--- config.mk ---
export PLATFORM = sky130hd
export DESIGN_NAME = led_matrix_scanner_flat
export DESIGN_NICKNAME = d
export VERILOG_FILES = /design/src/rtl/led_matrix_scanner_if.sv /design/src/rtl/led_matrix_scanner.sv /design/src/flat_wrapper.sv
export SDC_FILE = /design/constraint.sdc
export NUM_CORES = 1
export LEC_CHECK = 0
export ABC_AREA = 1
export BUFFER_PORTS_ARGS = -buffer_cell sky130_fd_sc_hd__buf_2
export CAP_MARGIN = 15
export CORE_MARGIN = 10
export CORE_UTILIZATION = 37
export CTS_BUF_LIST = sky130_fd_sc_hd__clkbuf_8
export DETAILED_ROUTE_END_ITERATION = 16
export HOLD_SLACK_MARGIN = 0.12
export PLACE_DENSITY = 0.62
export SYNTH_ARGS = -nofsm -noshare
export SYNTH_HDL_FRONTEND = slang
export SYNTH_SLANG_ARGS = --single-unit
--- constraint.sdc ---
create_clock -name clk -period 5.9 [get_ports clk]
set_clock_uncertainty 0.15 [all_clocks]
set_input_delay 1.18 -clock clk [delete_from_list [all_inputs] [get_ports clk]]
set_output_delay 1.18 -clock clk [all_outputs]
set_load 0.05 [all_outputs]
--- src/rtl/led_matrix_scanner_if.sv ---
// Frame-producer <-> scanner signal bundle; the brightness input exists only
// when LED_MATRIX_SCANNER_BRIGHTNESS_EN is defined.
interface led_matrix_scanner_if #(
   parameter int ROWS = 5,
   parameter int COLS = 5
);
   logic                 ena;
   logic [ROWS*COLS-1:0] cells;
   logic                 load;
   logic [ROWS-1:0]      rows;
   logic [COLS-1:0]      cols;
   logic                 frame_done;
   logic                 pending;
`ifdef LED_MATRIX_SCANNER_BRIGHTNESS_EN
   logic [3:0]           brightness;

   modport master (output ena, cells, load, brightness,
                   input  rows, cols, frame_done, pending);
   modport slave  (input  ena, cells, load, brightness,
                   output rows, cols, frame_done, pending);
`else
   modport master (output ena, cells, load,
                   input  rows, cols, frame_done, pending);
   modport slave  (input  ena, cells, load,
                   output rows, cols, frame_done, pending);
`endif
endinterface

--- src/rtl/led_matrix_scanner.sv ---
// Column-multiplexed, double-buffered LED matrix scanner with blanking.
// Optional PWM brightness per column: define LED_MATRIX_SCANNER_BRIGHTNESS_EN.
module led_matrix_scanner #(
   parameter int ROWS        = 5,
   parameter int COLS        = 5,
   parameter int DRIVE_TICKS = 1000,
   parameter int BLANK_TICKS = 2
) (
   input  logic                clk,
   input  logic                rst,
   led_matrix_scanner_if.slave bus
);
   localparam int N    = ROWS * COLS;
   localparam int MAXT = (DRIVE_TICKS > BLANK_TICKS) ? DRIVE_TICKS : BLANK_TICKS;
   localparam int TW   = (MAXT > 1) ? $clog2(MAXT + 1) : 1;
   localparam int CW   = (COLS > 1) ? $clog2(COLS) : 1;
   localparam logic [TW-1:0] DRV_LAST = TW'(DRIVE_TICKS - 1);
   localparam logic [TW-1:0] BLK_LAST = TW'((BLANK_TICKS > 0) ? BLANK_TICKS - 1 : 0);
   localparam logic [CW-1:0] COL_LAST = CW'(COLS - 1);

   typedef enum logic [1:0] {IDLE, BLANK, DRIVE} state_t;

   state_t          state, state_n;
   logic [CW-1:0]   col, col_n;
   logic [TW-1:0]   tick, tick_n;
   logic [N-1:0]    disp, disp_n, pbuf, pbuf_n;
   logic            pend, pend_n;
   logic [ROWS-1:0] rows_q, rows_n;
   logic [COLS-1:0] cols_q, cols_n;
   logic            fd_q, fd_n;
   logic            lit;
`ifdef LED_MATRIX_SCANNER_BRIGHTNESS_EN
   logic [3:0]      br, br_n;
`endif

   always_ff @(posedge clk) begin
      if (!rst) begin
         state  <= IDLE;
         col    <= '0;
         tick   <= '0;
         disp   <= '0;
         pbuf   <= '0;
         pend   <= 1'b0;
         rows_q <= '1;
         cols_q <= '0;
         fd_q   <= 1'b0;
`ifdef LED_MATRIX_SCANNER_BRIGHTNESS_EN
         br     <= '0;
`endif
      end else begin
         state  <= state_n;
         col    <= col_n;
         tick   <= tick_n;
         disp   <= disp_n;
         pbuf   <= pbuf_n;
         pend   <= pend_n;
         rows_q <= rows_n;
         cols_q <= cols_n;
         fd_q   <= fd_n;
`ifdef LED_MATRIX_SCANNER_BRIGHTNESS_EN
         br     <= br_n;
`endif
      end
   end

   always_comb begin
      state_n = state;
      col_n   = col;
      tick_n  = tick;
      disp_n  = disp;
      pbuf_n  = pbuf;
      pend_n  = pend;
      if (bus.load) begin
         pbuf_n = bus.cells;
         pend_n = 1'b1;
      end
      if (!bus.ena) begin
         state_n = IDLE;
         col_n   = '0;
         tick_n  = '0;
      end else begin
         case (state)
            IDLE: begin
               col_n   = '0;
               tick_n  = '0;
               state_n = (BLANK_TICKS == 0) ? DRIVE : BLANK;
            end
            BLANK: begin
               if (tick == BLK_LAST) begin
                  tick_n  = '0;
                  state_n = DRIVE;
               end else tick_n = tick + TW'(1);
            end
            DRIVE: begin
               if (tick == DRV_LAST) begin
                  tick_n  = '0;
                  state_n = (BLANK_TICKS == 0) ? DRIVE : BLANK;
                  if (col == COL_LAST) begin
                     // Frame boundary: the only place the display buffer changes.
                     col_n  = '0;
                     pend_n = 1'b0;
                     if (bus.load)  disp_n = bus.cells;
                     else if (pend) disp_n = pbuf;
                  end else col_n = col + CW'(1);
               end else tick_n = tick + TW'(1);
            end
            default: state_n = IDLE;
         endcase
      end

`ifdef LED_MATRIX_SCANNER_BRIGHTNESS_EN
      br_n = br;
      if (state_n == DRIVE && tick_n == '0) br_n = bus.brightness;
      // tick < ceil(D*b/15)  <=>  tick*15 < D*b
      lit = (int'(tick_n) * 15) < (DRIVE_TICKS * int'(br_n));
`else
      lit = 1'b1;
`endif

      // Outputs are decoded from next state so they come straight off flops.
      rows_n = '1;
      cols_n = '0;
      fd_n   = 1'b0;
      if (state_n == DRIVE) begin
         fd_n = (col_n == COL_LAST) && (tick_n == DRV_LAST);
         if (lit) begin
            cols_n[col_n] = 1'b1;
            for (int r = 0; r < ROWS; r++)
               rows_n[r] = ~disp_n[r*COLS + int'(col_n)];
         end
      end
   end

   assign bus.rows       = rows_q;
   assign bus.cols       = cols_q;
   assign bus.frame_done = fd_q;
   assign bus.pending    = pend;
endmodule
--- src/flat_wrapper.sv ---
// flat-port wrapper written by rule: the top's interface ports become plain ports
module led_matrix_scanner_flat 
#(
   parameter int ROWS        = 5,
   parameter int COLS        = 5,
   parameter int DRIVE_TICKS = 1000,
   parameter int BLANK_TICKS = 2
)
  (clk, rst, bus_ena, bus_cells, bus_load, bus_rows, bus_cols, bus_frame_done, bus_pending);
  led_matrix_scanner_if #(.ROWS(ROWS), .COLS(COLS)) bus_i ();
  input  logic clk;
  input  logic rst;
  input wire logic [$bits(bus_i.ena)-1:0] bus_ena;
  input wire logic [$bits(bus_i.cells)-1:0] bus_cells;
  input wire logic [$bits(bus_i.load)-1:0] bus_load;
  output wire logic [$bits(bus_i.rows)-1:0] bus_rows;
  output wire logic [$bits(bus_i.cols)-1:0] bus_cols;
  output wire logic [$bits(bus_i.frame_done)-1:0] bus_frame_done;
  output wire logic [$bits(bus_i.pending)-1:0] bus_pending;
  assign bus_i.ena = bus_ena;
  assign bus_i.cells = bus_cells;
  assign bus_i.load = bus_load;
  assign bus_rows = bus_i.rows;
  assign bus_cols = bus_i.cols;
  assign bus_frame_done = bus_i.frame_done;
  assign bus_pending = bus_i.pending;
  led_matrix_scanner #(.ROWS(ROWS), .COLS(COLS), .DRIVE_TICKS(DRIVE_TICKS), .BLANK_TICKS(BLANK_TICKS)) u_core (.clk(clk), .rst(rst), .bus(bus_i));
endmodule
==> results.sh, run 1 <==
export IMPL_status="complete, no violations"
export IMPL_routed_wl_microns=10800
export IMPL_rsz0062_at_grt="no"
export IMPL_tightest_slew_ps=708
export IMPL_hold_viol=0
export IMPL_path_buf_inv=3
export IMPL_hp_class="flip-flop to flip-flop"
export IMPL_path_cells="buf_2, nand3_1, inv_2, ha_1, inv_1, nand2_2, nand3_1, nand3_1, nand3_1, nand2_1, nand3_1"
export IMPL_cts_buffers=9
export IMPL_yosysTopAreaCellShare_pct=36.7
export IMPL_yosysSeqAreaShare_pct=36.7
export IMPL_required_ps=5990
export IMPL_setup_viol=0
export IMPL_postCtsHoldBufs=0
export IMPL_power_density_nw_per_um2=224
export IMPL_overflow=0
export IMPL_start_util_pct=38.2
export IMPL_antenna_left=0
export IMPL_layout_drive_gt1_share_pct=13.2
export IMPL_syn_nets=661
export IMPL_crit_arrival_ps=3400
export IMPL_vdd_drop_max_mv=0.160
export IMPL_clk_pin_slew_ps=80
export IMPL_ys_ff_latch=77
export IMPL_cts_tree="built"
export IMPL_first_pass_iters=4
export IMPL_crit_top_cell="nand3_1"
export IMPL_critPathKind="input pin to flip-flop"
export IMPL_yosys_area_top_type="dfxtp_1"
export IMPL_startpoint_type="input pin"
export IMPL_fmax_mhz=301
export IMPL_core_sq_um=11000
export IMPL_area_delta_synth_final_pct=10.4
export IMPL_fin_crit_sh_pct=56.2
export IMPL_portBuffers=40
export IMPL_nFillCells=1182
export IMPL_avgSynthCellArea_sq_um=6.77
export IMPL_route_vias_total=3979
export IMPL_synth_warnings=0
export IMPL_critPathSlowestCell="nand3_1"
export IMPL_crit_path_max_fanout=15
export IMPL_synth_main_ff_cell="dfxtp_1"
export IMPL_grt_max_degree=60
export IMPL_drc=0
export IMPL_io_pins=41
export IMPL_cts_sinks=77
export IMPL_num_rows=38
export IMPL_cp_top_family="simple AND/OR/NAND/NOR gates"
export IMPL_die_x_microns=127
export IMPL_wl_per_cell_microns=13.7
export IMPL_cts_max_path_buffers=2
export IMPL_crit_path_end_kind="flip-flop"
export IMPL_gp_congestion=0.894
export IMPL_synth_area_leaders="dfxtp_1 (37%), nand2_1 (18%), nand3_1 (8.0%), nor2_1 (5.1%), a21oi_1 (4.8%)"
export IMPL_htreeDepth=3
export IMPL_leakagePower_nw=2.11
export IMPL_drv_cap=0
export IMPL_grt_pass1_vias=3955
export IMPL_hold_slack_ps=317
export IMPL_synth_lib_cells_used_distinct=40
export IMPL_syn_area_sq_um=4200
export IMPL_fin_nets=689
export IMPL_cts_resized=0
export IMPL_postCtsSetupRepairBufs=0
export IMPL_postLayoutCellArea_sq_um=4630
export IMPL_worstSkewPairLatency_ps=350
export IMPL_tns_ps=0
export IMPL_n_antenna_cell=0
export IMPL_synth_edff_count=0
export IMPL_async_reset_ff_share_pct=0
export IMPL_die_h_microns=127
export IMPL_layout_min_cycle_time_ps=3320
export IMPL_track_usage_pct=13.9
export IMPL_die_area_sq_um=16000
export IMPL_synth_cells=620
export IMPL_drtIter0Drc=382
export IMPL_viasPerCell=5.02
export IMPL_slew_violations=0
export IMPL_slew_headroom_pct=52.6
export IMPL_clock_tree_root_cell="clkbuf_8"
export IMPL_cp_slowest_stage_delay_ps=580
export IMPL_dpl_hpwl_microns=7890
export IMPL_grt_pass1_wl_microns=18700
export IMPL_antenna_found_initial=0
export IMPL_postPlaceCellArea_sq_um=4420
sequential cells by signal, indices dropped and copies added (netlist names):
register               count
u_core.disp               25
u_core.pbuf               25
u_core.tick               10
u_core.bus.cols            5
u_core.bus.rows            5
u_core.col                 3
u_core.state               2
u_core.bus.frame_done      1
u_core.bus.pending         1
final cells by class:
class	count	area, sq um	area share [%]
multi-input combinational	469	2310	49.8
sequential	77	1540	33.3
timing repair buffer	41	208	4.48
inverter	50	188	4.05
tap	140	175	3.78
clock buffer	10	138	2.97
clock inverter	5	75.1	1.62
cells by family after synthesis:
| family | after synthesis | share of synthesized area [%] |
|---|---|---|
| AO/OA/AOI/OAI | 78 | 10.5 |
| XOR/XNOR | 4 | 0.835 |
| adder cells (fa/ha/maj) | 12 | 3.58 |
| buffers and inverters | 74 | 8.23 |
| flip-flops | 77 | 36.7 |
| multiplexers | 3 | 0.716 |
| AND/OR/NAND/NOR | 372 | 39.4 |
cells in the final DEF, fill, tap and decap left out, types with 2 or more instances in the layout:
master	Yosys	final
a21oi_1	40	40
a31oi_1	2	2
buf_2	6	40
bufinv_16	0	2
clkbuf_8	0	10
clkinv_2	0	3
dfxtp_1	77	77
ha_1	12	12
inv_1	39	39
inv_2	10	10
mux2i_1	3	3
nand2_1	203	203
nand2_2	7	7
nand3_1	67	67
nand3_4	3	3
nand3b_1	3	3
nand4_1	2	2
nor2_1	57	57
nor2_4	5	5
nor3_1	18	18
nor4_1	3	3
o211ai_1	4	4
o21a_1	3	3
o21ai_0	10	10
o21ai_1	10	10
o31ai_1	2	2
xor2_1	4	4
report_power, final:
group / internal (mW) / switching (mW)
clock network: 0.245 / 0.193
registers: 0.530 / 0.00457
logic: 0.0219 / 0.0454
cells in the mapped netlist (3+ instances only):
master	n
dfxtp_1	77
buf_2	6
ha_1	12
nor2_4	5
inv_1	39
inv_2	10
clkbuf_1	7
nand3_1	67
o211ai_1	4
a21oi_1	40
o21ai_0	10
nand3b_1	3
xor2_1	4
buf_6	7
nand2_1	203
nor3_1	18
nand3_4	3
nor2_1	57
nand2_2	7
o21a_1	3
mux2i_1	3
nor4_1	3
o21ai_1	10
per-layer routing:
layer / up-vias / share of wire [%] / track usage, %
li1: 2073 / - / -
met1: 1804 / 45 / 16.5
met2: 84 / 49 / 23.5
met3: 18 / 4.5 / 3.58
met4: 0 / 2.0 / 5.16
met5: - / 0 / 0
path summary, 6_finish.rpt:
kind | start | endpoint | slack (ps) | depth (start not counted)
setup reg to reg | u_core.tick[0]$_SDFF_PN0_ | u_core.bus.rows[3]$_SDFF_PN1_ | 2640 | 15
setup / recovery | bus_ena | u_core.bus.rows[3]$_SDFF_PN1_ | 2580 | 11
hold reg to reg | u_core.pbuf[23]$_SDFFE_PN0P_ | u_core.pbuf[23]$_SDFFE_PN0P_ | 320 | 2
hold / removal | u_core.pbuf[23]$_SDFFE_PN0P_ | u_core.pbuf[23]$_SDFFE_PN0P_ | 320 | 2
stage by stage:
step	cells	total power [mW]	setup WS, ps	utilization, %
after floorplan	620	0.593	2850	-
after global routing	792	1.09	2380	42.2
after global placement	777	0.614	2300	40.3
after detailed placement	777	0.615	2270	40.3
final	792	1.04	2580	42.2
after CTS	792	1.06	2660	42.2
worst reg2reg max path, delay by kind of cell (launching register included):
kind                     cells  cell delay (ps)
AND/OR/NAND/NOR             11             1560
adder cells (fa/ha/maj)      2              530
flip-flops                   1              400
AO/OA/AOI/OAI                1              270
buffers and inverters        1              240
Note: power is estimated with default switching activity, not from simulation.
==> run 2: changes to the inputs <==
--- a/config.mk
+++ b/config.mk
@@ -13,7 +13,7 @@
 export CTS_BUF_LIST = sky130_fd_sc_hd__clkbuf_8
 export DETAILED_ROUTE_END_ITERATION = 16
 export HOLD_SLACK_MARGIN = 0.12
-export PLACE_DENSITY = 0.62
+export PLACE_DENSITY = 0.64
 export SYNTH_ARGS = -nofsm -noshare
 export SYNTH_HDL_FRONTEND = slang
 export SYNTH_SLANG_ARGS = --single-unit
==> constraint.sdc (replaced) <==
create_clock -name clk -period 2.7 [get_ports clk]
set_clock_uncertainty 0.15 [all_clocks]
set_input_delay 0.54 -clock clk [delete_from_list [all_inputs] [get_ports clk]]
set_output_delay 0.54 -clock clk [all_outputs]
set_load 0.05 [all_outputs]
==> results.sh, run 2 (synthesis gave the netlist of run 1 again) <==
export IMPL_track_usage_pct=13.9
export IMPL_die_area_sq_um=16000
export IMPL_antenna_left=0
export IMPL_nFillCells=1158
export IMPL_routed_wl_microns=11100
export IMPL_antenna_found_initial=0
export IMPL_start_util_pct=38.2
export IMPL_num_rows=38
export IMPL_cts_tree="built"
export IMPL_vdd_drop_max_mv=0.357
export IMPL_portBuffers=40
export IMPL_clk_pin_slew_ps=80
export IMPL_layout_min_cycle_time_ps=2480
export IMPL_grt_pass1_vias=3943
export IMPL_worstSkewPairLatency_ps=360
export IMPL_first_pass_iters=4
export IMPL_setup_viol=0
export IMPL_route_vias_total=4001
export IMPL_viasPerCell=4.93
export IMPL_most_common_layout_cells="nand2_1 (200), dfxtp_1 (75), nand3_1 (66), nor2_1 (57), inv_1 (42)"
export IMPL_core_sq_um=11000
export IMPL_critPathKind="flip-flop to flip-flop"
export IMPL_grt_max_degree=41
export IMPL_startpoint_type="flip-flop"
export IMPL_reg_top3="u_core.disp: 25 flops, u_core.pbuf: 25 flops, u_core.tick: 10 flops"
export IMPL_layout_commonest_cell="nand2_1"
export IMPL_hp_class="input pin to flip-flop"
export IMPL_die_h_microns=127
export IMPL_postLayoutCellArea_sq_um=4820
export IMPL_cts_buffers=9
export IMPL_postCtsHoldBufs=0
export IMPL_crit_arrival_ps=2580
export IMPL_dpl_hpwl_microns=8590
export IMPL_drc=0
export IMPL_fin_util_pct=43.8
export IMPL_crit_path_max_fanout=4
export IMPL_fin_nets=708
export IMPL_leakagePower_nw=2.20
export IMPL_drv_cap=0
export IMPL_rrSetupSlack_ps=220
export IMPL_htreeDepth=3
export IMPL_fmax_mhz=404
export IMPL_cts_max_path_buffers=2
export IMPL_die_x_microns=127
export IMPL_grt_pass1_wl_microns=18600
export IMPL_n_antenna_cell=0
export IMPL_crit_path_end_kind="flip-flop"
export IMPL_slew_violations=0
export IMPL_status="complete, no violations"
export IMPL_power_density_nw_per_um2=429
export IMPL_tightest_slew_ps=448
export IMPL_gp_congestion=0.915
export IMPL_layout_drive_gt1_share_pct=17.0
export IMPL_area_delta_synth_final_pct=14.8
export IMPL_overflow=0
export IMPL_required_ps=2800
export IMPL_slew_headroom_pct=70.1
export IMPL_fin_crit_sh_pct=91.8
export IMPL_cts_sinks=77
export IMPL_drtIter0Drc=280
export IMPL_io_pins=41
export IMPL_wl_per_cell_microns=13.6
export IMPL_hold_viol=0
export IMPL_postPlaceCellArea_sq_um=4600
export IMPL_clock_tree_root_cell="clkbuf_8"
[run 2: worst paths after layout]
check | to | from | cells after the start
hold reg to reg | u_core.disp[8]$_SDFF_PN0_ | u_core.disp[8]$_SDFF_PN0_ | 2
hold / removal | u_core.pbuf[5]$_SDFFE_PN0P_ | bus_cells[5] | 3
setup reg to reg | u_core.bus.rows[3]$_SDFF_PN1_ | u_core.col[0]$_SDFF_PN0_ | 14
setup / recovery | u_core.bus.rows[3]$_SDFF_PN1_ | u_core.col[0]$_SDFF_PN0_ | 14
[run 2: cell type report]
type | count | area (sq um) | share of cell area (%)
Multi-Input combinational cell | 469 | 2360 | 49.0
Clock buffer | 9 | 124 | 2.57
Clock inverter | 7 | 36.3 | 0.753
Sequential cell | 77 | 1540 | 32.1
Tap cell | 140 | 175 | 3.64
Timing Repair Buffer | 60 | 388 | 8.05
Inverter | 50 | 188 | 3.90
[run 2: stage by stage]
step	setup WS, ps	power [mW]	hold slack, ps	TNS, ps	instances
2_1_floorplan	198	1.30	287	0	620
3_3_place_gp	109	1.35	298	0	796
3_5_place_dp	47.2	1.36	309	0	796
4_1_cts	2.29	2.10	276	0	812
5_1_grt	-3.20	2.16	288	-3.20	812
6_report	222	2.06	290	0	812
[run 2: what timing repair did]
item                       4_1_cts  5_1_grt
resized for setup                0       14
setup endpoints to repair        0        3
setup buffers                    0        0
[run 2: metal layers]
| layer | global-route usage, % | wire length [microns] | up-vias | part of all wire (%) |
|---|---|---|---|---|
| li1 | - | - | 2101 | - |
| met1 | 15.6 | 4910 | 1824 | 44 |
| met3 | 4.37 | 435 | 13 | 3.9 |
| met5 | 0 | 0 | - | 0 |
| met4 | 4.22 | 180 | 0 | 1.6 |
| met2 | 24.4 | 5530 | 63 | 50 |
[run 2: power breakdown]
part           switching, mW  internal (mW)  leakage [nW]
clock                  0.417          0.320        0.0888
sequential           0.00875           1.16         0.627
combinational          0.104         0.0571          1.48
[run 2: critical path, cell delays in order (launching register included)]
cell	delay, ps
dfxtp_1	340
inv_1	80
ha_1	230
nand2_2	110
nand2_1	60
o21a_1	160
nand2_1	80
nand3_2	130
ha_2	250
ha_4	280
inv_1	70
nor3_1	170
a31oi_1	110
nand2_1	80
nand3_1	70
==> run 3: changes to the inputs <==
--- a/config.mk
+++ b/config.mk
@@ -12,6 +12,7 @@
 export CORE_UTILIZATION = 37
 export CTS_BUF_LIST = sky130_fd_sc_hd__clkbuf_8
 export DETAILED_ROUTE_END_ITERATION = 16
+export GPL_ROUTABILITY_DRIVEN = 0
 export HOLD_SLACK_MARGIN = 0.12
 export PLACE_DENSITY = 0.64
 export SYNTH_ARGS = -nofsm -noshare
==> constraint.sdc (replaced) <==
create_clock -name clk -period 2.7 [get_ports clk]
set_clock_uncertainty 0.15 [all_clocks]
set_input_delay 0.135 -clock clk [delete_from_list [all_inputs] [get_ports clk]]
set_output_delay 0.135 -clock clk [all_outputs]
set_load 0.05 [all_outputs]
==> results.sh, run 3 (synthesis gave the netlist of run 1 again) <==
export IMPL_status="complete, no violations"
export IMPL_leakagePower_nw=2.33
export IMPL_worstSkewPairLatency_ps=360
export IMPL_grt_max_degree=41
export IMPL_hold_start="u_core.pbuf[23]$_SDFFE_PN0P_"
export IMPL_antenna_found_initial=0
export IMPL_cts_sinks=77
export IMPL_drv_cap=0
export IMPL_area_delta_synth_final_pct=23.5
export IMPL_routed_wl_microns=11500
export IMPL_cts_tree="built"
export IMPL_fin_crit_sh_pct=94.9
export IMPL_die_h_microns=127
export IMPL_combPwrFrac_pct=8.8
export IMPL_setup_viol=0
export IMPL_dpl_hpwl_microns=8030
export IMPL_postPlaceCellArea_sq_um=4510
export IMPL_cts_buffers=9
export IMPL_crit_arrival_ps=2660
export IMPL_track_usage_pct=14.2
export IMPL_n_antenna_cell=0
export IMPL_startpoint="u_core.tick[0]$_SDFF_PN0_"
export IMPL_layout_commonest_cell="nand2_1"
export IMPL_hp_class="flip-flop to flip-flop"
export IMPL_slew_violations=0
export IMPL_crit_path_end_kind="flip-flop"
export IMPL_fmax_mhz=390
export IMPL_overflow=0
export IMPL_r2r_start="u_core.tick[0]$_SDFF_PN0_"
export IMPL_htreeDepth=3
export IMPL_viasPerCell=5.00
export IMPL_clk_pin_slew_ps=80
export IMPL_vdd_drop_max_mv=0.365
export IMPL_tightest_slew_ps=760
export IMPL_drc=0
export IMPL_dp_slack_ps=24.4
export IMPL_p_clk_share_pct=39.7
export IMPL_swShare_pct=25.1
export IMPL_portBuffers=40
export IMPL_first_pass_iters=5
export IMPL_postLayoutCellArea_sq_um=5180
export IMPL_nFillCells=1082
export IMPL_crit_path_max_fanout=7
export IMPL_most_common_layout_cells="nand2_1 (201), dfxtp_1 (75), nand3_1 (66), nor2_1 (57)"
export IMPL_cts_max_path_buffers=2
export IMPL_reg_top3="u_core.disp: 25 flops, u_core.pbuf: 25 flops, u_core.tick: 10 flops"
export IMPL_layout_min_cycle_time_ps=2560
export IMPL_die_x_microns=127
export IMPL_num_rows=38
export IMPL_start_util_pct=38.2
export IMPL_hold_slack_ps=315
export IMPL_rsz0062_at_grt="no"
export IMPL_dp_cells=787
export IMPL_min_path_cells=2
export IMPL_hold_viol=0
export IMPL_fin_nets=739
export IMPL_fin_util_pct=47.2
export IMPL_intPower_mw=1.70
export IMPL_switching_power_mw=0.568
export IMPL_clock_tree_root_cell="clkbuf_8"
export IMPL_route_vias_total=4206
export IMPL_startpoint_type="flip-flop"
export IMPL_grt_pass1_wl_microns=19200
export IMPL_wl_per_cell_microns=13.7
export IMPL_antenna_left=0
export IMPL_critPathKind="flip-flop to flip-flop"
export IMPL_tns_ps=0
export IMPL_p_total_mw=2.27
export IMPL_r2r_cells=13
export IMPL_io_pins=41
export IMPL_power_density_nw_per_um2=437
export IMPL_core_sq_um=11000
export IMPL_grt_pass1_vias=4086
export IMPL_layout_drive_gt1_share_pct=16.1
export IMPL_p_seq_share_pct=51.5
export IMPL_die_area_sq_um=16000
export IMPL_drtIter0Drc=421
export IMPL_fin_cells=842
export IMPL_fin_ws_ps=138
export IMPL_required_ps=2800
export IMPL_slew_headroom_pct=49.3
run 3: cell count changes in the layout (fill, tap and decap cells not counted), moves of 2 or more:
cell / change
nand3_2: +2
buf_12: -2
nand2_2: -2
dlygate4sd3_1: +36
inv_1: -4
buf_4: -7
run 3: metal layers:
| metal | wire, microns | global-route usage (%) | up-vias |
|---|---|---|---|
| li1 | - | - | 2172 |
| met1 | 5270 | 16.8 | 1915 |
| met2 | 5620 | 24.7 | 110 |
| met3 | 528 | 3.58 | 9 |
| met4 | 95 | 4.02 | 0 |
| met5 | 0 | 0 | - |
run 3: critical path, cell delays in order, from the launching register on:
cell	delay [ps]
dfxtp_2	380
ha_2	210
nand2_2	90
nor2_4	170
inv_2	60
nor2_4	200
a21o_1	170
nand3_2	190
ha_4	360
inv_1	70
nor3_1	170
a31oi_1	100
nand2_1	70
nand3_1	70
run 3: path summary, 6_finish.rpt:
path | end | slack [ps]
worst max register to register | u_core.bus.rows[3]$_SDFF_PN1_ | 140
worst min register to register | u_core.pbuf[23]$_SDFFE_PN0P_ | 320
worst min-delay path | u_core.pbuf[23]$_SDFFE_PN0P_ | 320
worst max-delay path | u_core.bus.rows[3]$_SDFF_PN1_ | 140
run 3: power groups by stage:
stage | Combinational (mW) | Clock, mW | Sequential [mW]
2_1_floorplan | 0.101 | 0 | 1.20
3_3_place_gp | 0.155 | 0 | 1.19
3_5_place_dp | 0.158 | 0 | 1.19
4_1_cts | 0.198 | 0.916 | 1.17
5_1_grt | 0.226 | 0.965 | 1.17
6_report | 0.200 | 0.898 | 1.17
run 3: cell type report:
type | instances | area [sq um] | area share [%]
tap | 140 | 175 | 3.38
sequential | 77 | 1540 | 29.8
timing repair buffer | 89 | 682 | 13.2
clock inverter | 5 | 60.1 | 1.16
inverter | 50 | 188 | 3.62
clock buffer | 10 | 138 | 2.66
multi-input combinational | 471 | 2390 | 46.2
run 3: repair_timing:
action	4_1_cts	5_1_grt
endpoints found under the setup margin	0	6
resized for setup	0	20
hold buffers	36	0
hold endpoints to repair	58	0
buffers inserted	0	2
